$ cat src/rtl/pwm_pkg.sv
// Shared PWM encode/decode constants, FSM state type and helpers.
package pwm_pkg;

    localparam int unsigned VALUE_W            = 16;
    localparam logic [15:0] GUARD_ERROR        = 16'h8000;
    localparam int unsigned GUARD_TIME_ON_MIN  = 800;
    localparam int unsigned GUARD_TIME_ON_MAX  = 2600;
    localparam int unsigned GUARD_TIME_OFF_MAX = 20000;
    localparam int unsigned US_PER_S           = 1000000;

    typedef enum logic [1:0] {
        ST_IDLE = 2'd0,
        ST_HIGH = 2'd1,
        ST_LOW  = 2'd2
    } pwm_state_e;

    // Prescale terminal count for a one-microsecond tick.
    function automatic int unsigned clk_divider(input int unsigned clock_freq);
        return (clock_freq / US_PER_S) - 1;
    endfunction

    function automatic logic [15:0] clamp_width(input logic [15:0] width,
                                                 input logic [15:0] lo,
                                                 input logic [15:0] hi);
        if (width < lo) return lo;
        if (width > hi) return hi;
        return width;
    endfunction

endpackage

$ cat src/rtl/pwm_us_tick.sv
// Microsecond prescaler: one-cycle tick every clk_divider(clockFreq)+1 clocks.
module pwm_us_tick
    import pwm_pkg::*;
#(
    parameter int unsigned clockFreq = 50000000
) (
    input  logic i_clk,
    input  logic i_reset,
    input  logic i_clear,
    output logic o_tick_c
);

    localparam int unsigned DIV   = clk_divider(clockFreq);
    localparam int unsigned CNT_W = (DIV > 0) ? $clog2(DIV + 1) : 1;

    logic [CNT_W-1:0] count;

    assign o_tick_c = (count == CNT_W'(DIV));

    always_ff @(posedge i_clk or negedge i_reset) begin
        if (!i_reset) begin
            count <= '0;
        end else if (i_clear || o_tick_c) begin
            count <= '0;
        end else begin
            count <= count + CNT_W'(1);
        end
    end

endmodule

$ cat src/rtl/pwm_encode.sv
// Servo-style PWM generator: latched microsecond width, fixed frame period,
// new widths taken from a one-deep pending slot at frame boundaries only.
module pwm_encode
    import pwm_pkg::*;
#(
    parameter int unsigned clockFreq = 50000000,
    parameter int unsigned FRAME_US  = GUARD_TIME_OFF_MAX,
    parameter int unsigned MIN_US    = GUARD_TIME_ON_MIN,
    parameter int unsigned MAX_US    = GUARD_TIME_ON_MAX
) (
    input  logic        i_clk,
    input  logic        i_reset,
    input  logic        i_value_valid,
    input  logic [15:0] i_value,
    output logic        o_value_ready,
    output logic        o_pwm,
    output logic        o_frame_start,
    output logic        o_clamped,
    output logic        o_error
);

    localparam logic [15:0] FRAME_LAST = 16'(FRAME_US - 1);
    localparam logic [15:0] MIN_W      = 16'(MIN_US);
    localparam logic [15:0] MAX_W      = 16'(MAX_US);

    if (MAX_US >= FRAME_US) begin : g_bad_frame
        $error("pwm_encode: MAX_US must be smaller than FRAME_US");
    end
    if (MIN_US > MAX_US || MIN_US == 0) begin : g_bad_limits
        $error("pwm_encode: MIN_US must be nonzero and not above MAX_US");
    end

    pwm_state_e  state;
    logic [15:0] us_count;
    logic [15:0] active;
    logic [15:0] pending;
    logic        pending_full;

    logic        tick_c;
    logic        clear_c;
    logic        accept_c;
    logic        guard_c;
    logic [15:0] raw_c;
    logic [15:0] width_c;

    assign accept_c = i_value_valid && o_value_ready;
    assign guard_c  = (i_value & GUARD_ERROR) != 16'd0;
    assign raw_c    = {1'b0, i_value[14:0]};
    assign width_c  = clamp_width(raw_c, MIN_W, MAX_W);
    // Idle load restarts the prescaler so the first high time is exact.
    assign clear_c  = (state == ST_IDLE) && pending_full;

    pwm_us_tick #(
        .clockFreq (clockFreq)
    ) u_us_tick (
        .i_clk    (i_clk),
        .i_reset  (i_reset),
        .i_clear  (clear_c),
        .o_tick_c (tick_c)
    );

    // Accept only fills an empty slot and load only drains a full one,
    // so the two never contend for pending in the same cycle.
    always_ff @(posedge i_clk or negedge i_reset) begin
        if (!i_reset) begin
            state         <= ST_IDLE;
            us_count      <= '0;
            active        <= '0;
            pending       <= '0;
            pending_full  <= 1'b0;
            o_value_ready <= 1'b1;
            o_pwm         <= 1'b0;
            o_frame_start <= 1'b0;
            o_clamped     <= 1'b0;
            o_error       <= 1'b0;
        end else begin
            o_frame_start <= 1'b0;
            o_clamped     <= 1'b0;
            o_error       <= 1'b0;

            if (accept_c) begin
                if (guard_c) begin
                    o_error <= 1'b1;
                end else begin
                    pending       <= width_c;
                    pending_full  <= 1'b1;
                    o_value_ready <= 1'b0;
                    o_clamped     <= (width_c != raw_c);
                end
            end

            case (state)
                ST_IDLE: begin
                    if (pending_full) begin
                        active        <= pending;
                        pending_full  <= 1'b0;
                        o_value_ready <= 1'b1;
                        us_count      <= '0;
                        o_frame_start <= 1'b1;
                        o_pwm         <= 1'b1;
                        state         <= ST_HIGH;
                    end
                end
                ST_HIGH: begin
                    if (tick_c) begin
                        us_count <= us_count + 16'd1;
                        if (us_count + 16'd1 == active) begin
                            o_pwm <= 1'b0;
                            state <= ST_LOW;
                        end
                    end
                end
                ST_LOW: begin
                    if (tick_c) begin
                        if (us_count == FRAME_LAST) begin
                            us_count      <= '0;
                            o_frame_start <= 1'b1;
                            o_pwm         <= 1'b1;
                            state         <= ST_HIGH;
                            if (pending_full) begin
                                active        <= pending;
                                pending_full  <= 1'b0;
                                o_value_ready <= 1'b1;
                            end
                        end else begin
                            us_count <= us_count + 16'd1;
                        end
                    end
                end
                default: begin
                    o_pwm <= 1'b0;
                    state <= ST_IDLE;
                end
            endcase
        end
    end

endmodule

$ cat config.mk
export PLATFORM = sky130hd
export DESIGN_NAME = pwm_encode
export DESIGN_NICKNAME = d
export VERILOG_FILES = /design/src/rtl/pwm_pkg.sv /design/src/rtl/pwm_us_tick.sv /design/src/rtl/pwm_encode.sv
export SDC_FILE = /design/constraint.sdc
export NUM_CORES = 1
export LEC_CHECK = 0
export BUFFER_PORTS_ARGS = -buffer_cell sky130_fd_sc_hd__buf_2
export CORE_MARGIN = 1.5
export CORE_UTILIZATION = 30
export DETAILED_ROUTE_END_ITERATION = 10
export GPL_TIMING_DRIVEN = 0
export HOLD_SLACK_MARGIN = 0.06
export MAX_ROUTING_LAYER = met4
export PLACE_DENSITY = 0.53
export SLEW_MARGIN = 20
export SYNTH_ARGS = -nofsm -noshare
export SYNTH_HDL_FRONTEND = slang
export SYNTH_SLANG_ARGS = --single-unit
$ cat constraint.sdc
create_clock -name i_clk -period 6.85 [get_ports i_clk]
set_clock_uncertainty 0.05 [all_clocks]
set_input_delay 0.685 -clock i_clk [delete_from_list [all_inputs] [get_ports i_clk]]
set_output_delay 0.685 -clock i_clk [all_outputs]
set_load 0.01 [all_outputs]
=== Yosys cells after proc, flatten, opt, wreduce, memory -nomap -nowiden ===
Index checks and enable logic that the tools add are counted.

* Bits of input ports: 19
* Output and inout port bits: 5
* Register bits: 62

* Mux-type cells: 49
* Order comparisons: 2
* Bitwise gates (word level): 1
* Reduce and logical (&&, ||, !) cells: 10
* Add/subtract/negate cells: 2
* Equal/unequal tests: 11

{| class="wikitable"
|+ Operators with widths
! operator !! count
|-
| $mux W16 || 11
|-
| $pmux W16 S3 || 1
|-
| $pmux W16 S2 || 1
|-
| $mux W1 || 25
|-
| $add A16 B1 Y16 const B || 1
|-
| $eq A16 B15 Y1 const B || 1
|-
| $eq A16 B16 Y1 || 1
|-
| $ne A16 B15 Y1 || 1
|-
| $gt A15 B12 Y1 const B || 1
|-
| $lt A15 B10 Y1 const B || 1
|-
| $mux W2 || 5
|-
| $add A6 B1 Y6 const B || 1
|-
| $eq A6 B6 Y1 const B || 1
|-
| $mux W6 || 1
|-
| $ne A2 B2 Y1 const B || 3
|-
| $pmux W1 S2 || 3
|-
| $pmux W2 S3 || 1
|-
| $reduce_and A5 Y1 || 1
|-
| $ne A2 B1 Y1 const B || 2
|-
| $reduce_and A4 Y1 || 1
|-
| $pmux W1 S3 || 1
|-
| $reduce_and A3 Y1 || 1
|-
| $reduce_bool A3 Y1 || 1
|-
| $eq A2 B1 Y1 const B || 1
|-
| 7 further kinds || 8
|}

=== Depth between registers and ports, before layout ===
Gate-level depths: netlist (run 1).

* Depth after elaboration: 8
* Gate-level depth with buffers: 10
* Mapped depth without buffers: 9

=== Hierarchy ===
A second synthesis (run 1) with hierarchy kept.

* Cell total of the unflattened synthesis: 364
* Area, all modules: 3449.6 um^2

{| class="wikitable"
|+ By module, submodules not included
! module !! area an instance (um^2) !! instances !! seq. area each (um^2) !! cells an instance
|-
| pwm_encode || 3168.0 || 1 || 1352.5 || 338
|-
| pwm_us_tick || 281.5 || 1 || 150.1 || 26
|}

=== Least setup slack after synthesis (run 1) ===
No wires, ideal clock.

* Kind: reg-to-reg
* From: register us_count[5]
* To: register state[0]
* Arrival time: 2.600 ns
* Path buffers: 1
* Period minus slack after synthesis: 2.778 ns
* Stages on the path, launching flop included: 9
* Slack: 4.072 ns
* Required time: 6.672 ns
* Path through: dfrtp_1 > buf_6 > or4b_1 > or4_4 > a2bb2oi_2 > a2111oi_4 > nand4_1 > o21ai_2 > mux2_1

* Word-level cells in the longest chain between the ends: 4
* Elaborated cells on any way between the ends: 6
* Those cells by class: add/sub: 1; eq/ne: 4; reduce/logical: 1

{| class="wikitable"
|+ Ends and longest elaborated chain
! what !! line !! source
|-
| from (decl) || pwm_encode.sv:34 || <nowiki>logic [15:0] us_count;</nowiki>
|-
| from (signal assigned) || pwm_encode.sv:106 || <nowiki>us_count <= us_count + 16'd1;</nowiki>
|-
| from (signal assigned) || pwm_encode.sv:126 || <nowiki>us_count <= us_count + 16'd1;</nowiki>
|-
| $add A16 B1 Y16 || pwm_encode.sv:107 || <nowiki>if (us_count + 16'd1 == active) begin</nowiki>
|-
| $eq A16 B16 Y1 || pwm_encode.sv:107 ||
|-
| $ne A2 B2 Y1 (no line) || - ||
|-
| $reduce_and A5 Y1 (no line) (*) || - ||
|-
| to (signal assigned) || pwm_encode.sv:101 || <nowiki>state <= ST_HIGH;</nowiki>
|-
| to (signal assigned) || pwm_encode.sv:109 || <nowiki>state <= ST_LOW;</nowiki>
|-
| to (signal assigned) || pwm_encode.sv:119 || <nowiki>state <= ST_HIGH;</nowiki>
|-
| to (decl) || pwm_encode.sv:33 || <nowiki>pwm_state_e state;</nowiki>
|}

Every way passes the cells marked *; elsewhere a longest branch is shown, timed or not.
A chain may end at the register's enable or synchronous reset.

=== Worst setup path after layout (run 1) ===
* From: register us_count[0]
* To: register state[0]

The elaborated chain is that of the path after synthesis.

==> results.md, run 1 <==
* Status: complete, no violations
* Leading area contributor after synthesis: dfrtp_1
* Post-synthesis adder-cell area fraction at 2.637%
* DIE WIDTH at 108.2 microns
* Portion of total power attributed to the clock network at 26.3%
* Overall global routing resource usage at 14.45%
* Number of DRC markers after the initial detailed-route iteration at roughly 120
* PortBufs at 23
* Post-DR wirelength/cell at ~15 microns
* Post-synth EDFFs at 0
* Final Cycle Share at 46.95%
* Cts-stage hold buffer count at 0
* Number of iterations in the first detailed-routing pass at 4
* Antenna diodes at 0
* Count of unique library cells instantiated by Yosys at 60
* Max-Slew Margin vs Limit at 26.92%
* Met1 usage at 18.57%
* Post-synthesis sequential element count at 60
* Post-Route Setup TNS at 0 ps
* Endpoint required time on the critical path at 7030 ps
* Post-Synth Simple-Gate Area at 20.11%
* Chip height at 108.2 microns
* Lkg Pwr at 1.631 nW
* Clock-pin slew on the worst setup and hold paths at 80 ps
* Routed wire length at between 7 and 8 mm
* Min-Delay Path Class: in -> async
* Crit path largest cell delay at about 630 ps
* Via-to-Cell Ratio at 5.046
* Number of cell rows at 38
* Vias post-DR at 2619
* Fmax achieved at approximately 310 MHz
* Share of the synthesized netlist area taken by xor and xnor gates at 5.009%
* Buf/Inv on CP at 0
* Antenna-violating nets left at 0
* Sw Share at 35.91%
* Total of cells resized after clock tree synthesis at 0
* Maximum number of pins on one net before global-route repair at 61
* Fraction of synthesis flops using an asynchronous set or reset pin at 100.0%
* Worst endpoint data arrival time at 3390 ps
* Clock root cell: clkbuf_8
* Worst Path Max Fanout at 8
* Final count of pins violating max slew at 0
* Number of remaining DRC errors at 0
* Sequential-to-total area share from yosys stat at a little under half
* Antenna violations before repair at 0
* Layout Area Growth over Synthesis at 14.61%
* Die area at 11710 sq um
* Post-synthesis instance area at about 3300 sq um
* Met3 usage in global routing at 2.954%
* I/O pin total at 24
* Pwr/cell area at 314.7 nW/um^2
* Critical Path Sink Type: flop
* Critical Path Most Common Cell: nand4_1
* Number of filler instances in the final layout at ~1100
* Starting Density at 30.64%
* Yosys top cell area share at around 44%
* TritonCTS sink count at 60
* Multiplexer share of the synthesized area at 5.725%
* Most common flop cell mapped by yosys: dfrtp_1
* Number of nets produced by synthesis at 366
* Placement Cell Area at about 3600 sq um
* Layout cell share with drive strength beyond 1 at 18.47%
* Wire length of the first global-routing pass at 12.77 mm
* Largest cells by area after synthesis: dfrtp_1, mux2_2, o21ai_0
* Tmin final at 3216 ps
* Global-route layer with the greatest usage: met2
* Mean cell area of the mapped netlist at approximately 10 sq um
* Setup Fix Bufs, Post-CTS at 0
* Crit path max-delay cell type: or4_4
* Max-capacitance violation count at 0
* Final RePlAce weighted congestion at 0.8058
* Remaining global-route overflow at 0
* Part of the power in registers at 41.3%
* IR drop worst, VDD at 0.1367 mV
* Global Route met2 Usage at roughly 23%
* YS warnings at 0
* Unrepaired setup endpoints after global routing: no
* Largest family of logic cells by synthesized area: simple AND/OR/NAND/NOR gates
* Switch Pwr at 430.2 uW
* Clock latency at the later pin of the worst-skew pair at about 340 ps
* CTS Buffer Depth at 2
* Top delay family on crit path: simple AND/OR/NAND/NOR gates
* Gate Count Post-Synth at 340
* Nets@finish at 400
* Cell with the most instances after synthesis: dfrtp_1
* Compound-cell area share of the yosys netlist at between 10% and 20%
* CTS buffer count at 9
* Endpoints failing hold at 0
* CTS tree: built
* Number of global-route vias before repair at 2556
* Actual transition at the worst max-transition pin at approximately 1100 ps
* Critical path cell sequence: ha_1 > nand4_1 > or4_4 > a2bb2oi_2 > a2111oi_4 > nand4_1 > o21ai_2 > mux2_1
* Setup crit start kind: flop
* Share of total power in combinational logic at 32.4%
* Most frequent cells after synthesis: dfrtp_1, nor2_1, o21ai_0, nand2_1, mux2_2
* Type of the worst setup path: reg -> reg
* Core region area at about 11000 sq um
* Detailed-placement wirelength estimate at 5.407 mm
* Final setup violation count at 0
* Post-route cell area at approximately 3800 sq um
* Internal portion of total power at 767.8 uW
* # H-tree levels at 3
==> logic make-up (layout without fill, tap and decap cells) <==
kind of cell | Yosys count | count (layout)
XOR/XNOR | 19 | 19
multiplexers | 17 | 17
AO/OA/AOI/OAI | 83 | 83
adder cells (fa/ha/maj) | 7 | 7
AND/OR/NAND/NOR | 125 | 125
buffers and inverters | 29 | 68
flip-flops | 60 | 60
==> metrics by stage <==
step | util, % | setup WS (ps) | total power [mW] | instances | hold slack (ps)
detailed placement | 33.34 | 3607 | 0.8916 | 503 | 416.8
CTS | 35.12 | 3604 | 1.216 | 519 | 389.9
global route | 35.12 | 3413 | 1.283 | 519 | 423.4
floorplan | - | 4072 | 0.7734 | 340 | 339.4
finish | 35.12 | 3634 | 1.198 | 519 | 369.6
global placement | 33.32 | 3646 | 0.8804 | 503 | 404.0
==> power groups by stage <==
stage / combinational [mW] / sequential (mW) / clock (mW)
2_1_floorplan: 0.286 / 0.488 / 0
3_3_place_gp: 0.383 / 0.497 / 0
3_5_place_dp: 0.390 / 0.502 / 0
4_1_cts: 0.393 / 0.496 / 0.327
5_1_grt: 0.434 / 0.508 / 0.341
6_report: 0.388 / 0.495 / 0.316
==> registers in the layout, indices dropped and copies added, names as in the netlist <==
name             flops
active              15
o_clamped            1
o_error              1
o_frame_start        1
o_pwm                1
o_value_ready        1
pending             15
pending_full         1
state                2
u_us_tick.count      6
us_count            16
==> worst reg2reg max path, cell delays in order, from the launching register on <==
cell and delay [ps]:
dfrtp_1 460, ha_1 340, nand4_1 350, or4_4 640, a2bb2oi_2 180, a2111oi_4 310, nand4_1 240, o21ai_2 220
mux2_1 330
==> routing by layer <==
metal	routed length, microns	up-vias
li1	-	1310
met1	3590	1258
met2	3619	46
met3	252	5
met4	82	0
met5	0	-
==> cells in the final DEF, fill, tap and decap left out, types with 11 or more instances in the layout <==
master,count
nor2_1,27
xnor2_1,11
dfrtp_1,59
nand3_1,14
a21oi_1,11
inv_1,12
o21ai_0,27
nand2_1,26
buf_2,27
mux2_2,15
==> final timing paths <==
path / slack (ps) / end / from / cells past startpoint
worst min register to register: 430 / pending[10] / pending[10] / 2
worst min-delay path: 370 / u_us_tick.count[3] / i_reset / 1
worst max-delay path: 3630 / state[0] / us_count[0] / 8
worst max register to register: 3630 / state[0] / us_count[0] / 8
min in group i_clk: 430 / pending[10] / pending[10] / 2
max in group asynchronous: 5880 / active[11] / i_reset / 1
==> layout make-up <==
type	instances	area (sq um)	area share (%)
plain buffers	17	85.08	2.235
clock buffers	10	127.6	3.352
clock inverters	6	65.06	1.709
inverters	12	45.04	1.183
multi-input cells	251	1689	44.36
flip-flops and latches	60	1503	39.47
well taps	140	175.2	4.601
repair buffers	23	117.6	3.089
(Power assumes the default switching activity.)
==> run 2, diff against run 1 <==
==> constraint.sdc (replaced) <==
create_clock -name i_clk -period 3.11 [get_ports i_clk]
set_clock_uncertainty 0.05 [all_clocks]
set_input_delay 0.311 -clock i_clk [delete_from_list [all_inputs] [get_ports i_clk]]
set_output_delay 0.311 -clock i_clk [all_outputs]
set_load 0.01 [all_outputs]
==> results.md, run 2 (synthesized netlist as in run 1, its figures left out) <==
* Status: complete, no violations
* Share of total power in combinational logic at 33.1%
* Pwr/cell area at 688.2 nW/um^2
* Starting Density at a little under a third
* Post-DR wirelength/cell at 14.68 microns
* Number of filler instances in the final layout at 1126
* Number of remaining DRC errors at 0
* Chip height at 108.2 microns
* Lkg Pwr at approximately 1.7 nW
* DIE WIDTH at 108.2 microns
* Multi-input gate area at 1714 sq um
* Type of the worst setup path: reg -> reg
* Via-to-Cell Ratio at ~5.1
* Placement Cell Area at approximately 3600 sq um
* Clock root cell: clkbuf_8
* Count of placed standard cells including taps at 503
* Max-Slew Margin vs Limit at approximately 46%
* CTS Buffer Depth at 2
* Internal portion of total power at 1.714 mW
* Die area at 11710 sq um
* Clock latency at the later pin of the worst-skew pair at between 300 and 400 ps
* Setup crit start kind: flop
* PortBufs at 23
* Endpoints failing hold at 0
* Antenna violations before repair at 0
* Non-filler instance count after layout at 525
* I/O pin total at 24
* Final setup violation count at 0
* Largest reg by FF count: us_count
* Routed wire length at 7.707 mm
* Wire length of the first global-routing pass at 12.90 mm
* Met1 usage at 18.72%
* Switch Pwr at 959.1 uW
* Clock-pin slew on the worst setup and hold paths at about 80 ps
* Number of cell rows at 38
* Detailed-placement wirelength estimate at 5.407 mm
* Most frequent cells in the layout: dfrtp_1, nor2_1, o21ai_0, nand2_1, buf_2
* Fmax achieved at 330.6 MHz
* Power, Total at 2.673 mW
* Layout cell share with drive strength beyond 1 at 20.52%
* Antenna-violating nets left at 0
* Nets@finish at 406
* Critical Path Sink Type: flop
* Global Route met2 Usage at a little under a quarter
* Tmin final at around 3000 ps
* IR drop worst, VDD at 0.2999 mV
* Global-route layer with the greatest usage: met2
* Leading cell type in the layout, fill and taps excluded: dfrtp_1
* Register cell area after layout at 1503 sq um
* Number of iterations in the first detailed-routing pass at 4
* Remaining global-route overflow at 0
* Vias post-DR at 2682
* Utilization after layout at 35.83%
* Max reg flops at 16
* CTS buffer count at 9
* Startpoint of the most critical setup path: us_count[5]
* Layout Area Growth over Synthesis at 16.91%
* Overall global routing resource usage at around 15%
* Crit path largest cell delay at roughly 580 ps
* FF-to-FF Start: us_count[5]
* Post-route cell area at 3884 sq um
* Sw Share at 35.89%
* Largest registers ranked by flip-flop count: us_count x16, active x15, pending x15
* Final count of pins violating max slew at 0
* Core region area at 10840 sq um
* Number of DRC markers after the initial detailed-route iteration at 120
* Critical path cell sequence: buf_6 > or4b_1 > or4_4 > a2bb2oi_2 > a2111oi_4 > nand4_1 > o21ai_2 > mux2_1
* # H-tree levels at 3
* Flop2flop setup slack at 90 ps
* Worst Path Max Fanout at 9
* Part of the power in registers at between 40% and 50%
* CTS tree: built
* Hold Crit Start: i_value[1]
* Unrepaired setup endpoints after global routing: yes
* Endpoint required time on the critical path at 3290 ps
* Portion of total power attributed to the clock network at 26.1%
* Met3 usage in global routing at 2.954%
* Crit path max-delay cell type: or4_4
* Max-capacitance violation count at 0
* TritonCTS sink count at 60
* Worst endpoint data arrival time at 3200 ps
* Final RePlAce weighted congestion at 0.8058
* Actual transition at the worst max-transition pin at 806.6 ps
* Antenna diodes at 0
* Number of global-route vias before repair at approximately 2600
* Final Cycle Share at 97.25%
* Maximum number of pins on one net before global-route repair at between 60 and 70
* Min-Delay Path Class: in -> reg
## run 2: what timing repair did
action | in CTS | in global routing
endpoints found under the setup margin | 12 | 7
cloned | 0 | 0
hold endpoints to repair | 59 | 0
pin swaps | 1 | 6
setup buffers | 1 | 4
hold buffers | 1 | 0
resized for setup | 1 | 7
## run 2: stage by stage
stage | hold slack (ps) | setup TNS, ps | worst slack, ps
2_1_floorplan | -34.59 | 0 | 332.0
3_3_place_gp | 404.0 | -135.2 | -93.87
3_5_place_dp | 391.5 | -163.9 | -132.6
4_1_cts | 153.1 | 0 | 8.969
5_1_grt | 152.3 | -37.29 | -37.29
6_report | 163.1 | 0 | 85.56
## run 2: final cells by class
type	count	area share (%)
sequential	60	38.69
multi-input combinational	251	44.14
buffer	17	2.287
timing repair buffer	29	4.253
clock buffer	10	3.286
clock inverter	6	1.675
tap	140	4.510
inverter	12	1.160
## run 2: layer usage
metal	share of wire [%]	routed length, microns
met3	3.5	272
met4	1.1	82
met2	48	3710
met5	0	0
met1	47	3642
## run 2: path summary, 6_finish.rpt
check	end	cells after the start
worst min-delay path	pending[1]	2
min in group asynchronous	u_us_tick.count[3]	2
worst max-delay path	state[0]	8
max in group asynchronous	active[11]	2
worst max register to register	state[0]	8
worst min register to register	pending[10]	2
## run 2: worst max-delay path: cells and delay by family, from the launching register on
kind / cells / cell delay [ps]
multiplexers: 1 / 330
flip-flops: 1 / 370
buffers and inverters: 1 / 140
AO/OA/AOI/OAI: 3 / 650
AND/OR/NAND/NOR: 3 / 1380
## run 2: power groups by stage
stage	Clock (mW)	Sequential (mW)	Combinational, mW
after global routing	0.751	1.12	0.987
after global placement	0	1.10	0.844
after floorplan	0	1.07	0.629
after detailed placement	0	1.11	0.859
final	0.697	1.09	0.884
after CTS	0.721	1.09	0.866
==> run 3, diff against run 2 <==
--- a/config.mk
+++ b/config.mk
@@ -6,13 +6,15 @@
 export NUM_CORES = 1
 export LEC_CHECK = 0
 export BUFFER_PORTS_ARGS = -buffer_cell sky130_fd_sc_hd__buf_2
+export CELL_PAD_IN_SITES_DETAIL_PLACEMENT = 0
+export CELL_PAD_IN_SITES_GLOBAL_PLACEMENT = 1
 export CORE_MARGIN = 1.5
 export CORE_UTILIZATION = 30
 export DETAILED_ROUTE_END_ITERATION = 10
 export GPL_TIMING_DRIVEN = 0
 export HOLD_SLACK_MARGIN = 0.06
 export MAX_ROUTING_LAYER = met4
-export PLACE_DENSITY = 0.53
+export PLACE_DENSITY = 0.65
 export SLEW_MARGIN = 20
 export SYNTH_ARGS = -nofsm -noshare
 export SYNTH_HDL_FRONTEND = slang
==> constraint.sdc (replaced) <==
create_clock -name i_clk -period 2.5 [get_ports i_clk]
set_clock_uncertainty 0.05 [all_clocks]
set_input_delay 0.25 -clock i_clk [delete_from_list [all_inputs] [get_ports i_clk]]
set_output_delay 0.25 -clock i_clk [all_outputs]
set_load 0.01 [all_outputs]
==> results.md, run 3 (synthesized netlist as in run 1, its figures left out) <==
* Status: complete, but fails checks
* Failing checks: negative setup slack
* Overall global routing resource usage at between 10% and 20%
* Starting Density at 30.64%
* Maximum number of pins on one net before global-route repair at 61
* Clock-pin slew on the worst setup and hold paths at 70 ps
* Unrepaired setup endpoints after global routing: yes
* Largest reg by FF count: us_count
* Type of the worst setup path: reg -> reg
* Routed wire length at 8.013 mm
* Worst endpoint data arrival time at 3060 ps
* Capturing point of the worst reg2reg path: state[0]
* Crit path max-delay cell type: or4_4
* Chip height at 108.2 microns
* Met3 usage in global routing at 3.074%
* Non-filler instance count after layout at 536
* CTS tree: built
* Power, Total at 3.485 mW
* Die area at 11710 sq um
* Number of iterations in the first detailed-routing pass at 4
* Clock root cell: clkbuf_8
* Number of remaining DRC errors at 0
* Global-route layer with the greatest usage: met2
* Most frequent cells in the layout: dfrtp_1, nand2_1, nor2_1, buf_2, buf_4
* Top delay family on crit path: simple AND/OR/NAND/NOR gates
* Final Cycle Share at 114.8%
* Critical path cell sequence: buf_6 > or4_1 > or4_4 > a2bb2oi_4 > a2111oi_4 > nand4_1 > o21ai_2 > mux2_1
* Number of filler instances in the final layout at approximately 1100
* Actual transition at the worst max-transition pin at 817.7 ps
* Number of global-route vias before repair at 2674
* Cell depth of the worst flop-to-flop path at 8
* Lkg Pwr at 1.781 nW
* Via-to-Cell Ratio at roughly 5.0
* CTS Buffer Depth at 2
* Hold depth at 2
* Tmin final at approximately 2900 ps
* Worst Path Max Fanout at 4
* Max-capacitance violation count at 0
* # H-tree levels at 3
* Max reg flops at 16
* Antenna-violating nets left at 0
* Hold Crit Start: i_value[0]
* I/O pin total at 24
* Endpoint required time on the critical path at around 2700 ps
* Final worst setup slack at -369.7 ps
* Post-route cell area at 4116 sq um
* Post-DR wirelength/cell at roughly 15 microns
* Final RePlAce weighted congestion at 0.7778
* Buf/Inv on CP at 1
* Final count of pins violating max slew at 0
* PortBufs at 23
* Layout cell share with drive strength beyond 1 at 28.28%
* Placement Cell Area at 3643 sq um
* Largest registers ranked by flip-flop count: us_count x16, active x15, pending x15
* Min-Delay Path Class: in -> reg
* Final hold slack at between 70 and 80 ps
* FF-to-FF Start: us_count[6]
* Wire length of the first global-routing pass at between 10 and 15 mm
* IR drop worst, VDD at approximately 0.38 mV
* Setup crit start kind: flop
* Core region area at 10840 sq um
* Nets@finish at 417
* Final setup violation count at 30
* Clock latency at the later pin of the worst-skew pair at 350 ps
* CTS buffer count at 9
* Number of cell rows at 38
* Antenna violations before repair at 0
* Critical Path Sink Type: flop
* Crit path largest cell delay at 600 ps
* Vias post-DR at 2700
* Endpoint with the worst hold slack: pending[0]
* Antenna diodes at 0
* Max-Slew Margin vs Limit at 45.37%
* Met1 usage at 20.13%
* Remaining global-route overflow at 0
* Leading cell type in the layout, fill and taps excluded: dfrtp_1
* TritonCTS sink count at 60
* Count of placed standard cells including taps at 503
* Flop2flop setup slack at -370 ps
* Detailed-placement wirelength estimate at 5.564 mm
* Global Route met2 Usage at 23.19%
* Fmax achieved at 348.5 MHz
* Pwr/cell area at 846.5 nW/um^2
* DIE WIDTH at ~110 microns
* Layout Area Growth over Synthesis at 23.92%
* Number of DRC markers after the initial detailed-route iteration at 157
* Endpoints failing hold at 0
* Post-Route Setup TNS at -1872 ps
==> run 3: cell types whose count changed in the layout (fill, tap and decap cells not counted), sizes merged <==
cell / delta
buf: +14
clkinvlp: +1
clkinv: -1
clkbuf: -3
==> run 3: timing repair <==
item                                   4_1_cts  5_1_grt
endpoints found under the hold margin       59        0
hold buffers                                 1        0
pin swaps                                   14        4
resized for setup                           34       15
setup endpoints to repair                   34       35
setup buffers                               12        7
gates cloned                                 1        0
==> run 3: layout make-up <==
| type | instances | area (sq um) | area share, % |
|---|---|---|---|
| sequential | 60 | 1508 | 36.63 |
| tap | 140 | 175.2 | 4.255 |
| buffer | 13 | 86.33 | 2.097 |
| multi-input combinational | 251 | 1800 | 43.74 |
| clock inverter | 6 | 63.81 | 1.550 |
| clock buffer | 10 | 137.6 | 3.343 |
| inverter | 12 | 47.55 | 1.155 |
| timing repair buffer | 44 | 297.8 | 7.234 |
==> run 3: per-stage QoR <==
step                setup WS, ps  utilization [%]
floorplan                 -207.2                -
global route              -466.6            37.97
CTS                       -417.2            37.38
detailed placement        -682.7            33.61
global placement          -667.1            33.59
finish                    -369.7            37.97
==> run 3: worst max path at each step <==
| stage | cells after the start | slack (ps) | start | endpoint |
|---|---|---|---|---|
| 2_1_floorplan | 8 | -210 | us_count[5] | state[0] |
| 3_3_place_gp | 8 | -670 | us_count[0] | state[0] |
| 3_5_place_dp | 8 | -680 | us_count[0] | state[0] |
| 4_1_cts | 8 | -420 | us_count[5] | state[0] |
| 5_1_grt | 8 | -470 | us_count[6] | state[0] |
| 6_report | 8 | -370 | us_count[6] | state[0] |
==> run 3: where the power goes <==
part | internal, mW | switching, mW
clock network | 0.485 | 0.412
registers | 1.18 | 0.182
logic | 0.579 | 0.645
==> run 3: routing by layer <==
| layer | wire (microns) | part of all wire (%) | vias up |
|---|---|---|---|
| li1 | - | - | 1340 |
| met1 | 3819 | 48 | 1289 |
| met2 | 3748 | 47 | 58 |
| met3 | 289 | 3.6 | 13 |
| met4 | 156 | 1.9 | 0 |
| met5 | 0 | 0 | - |
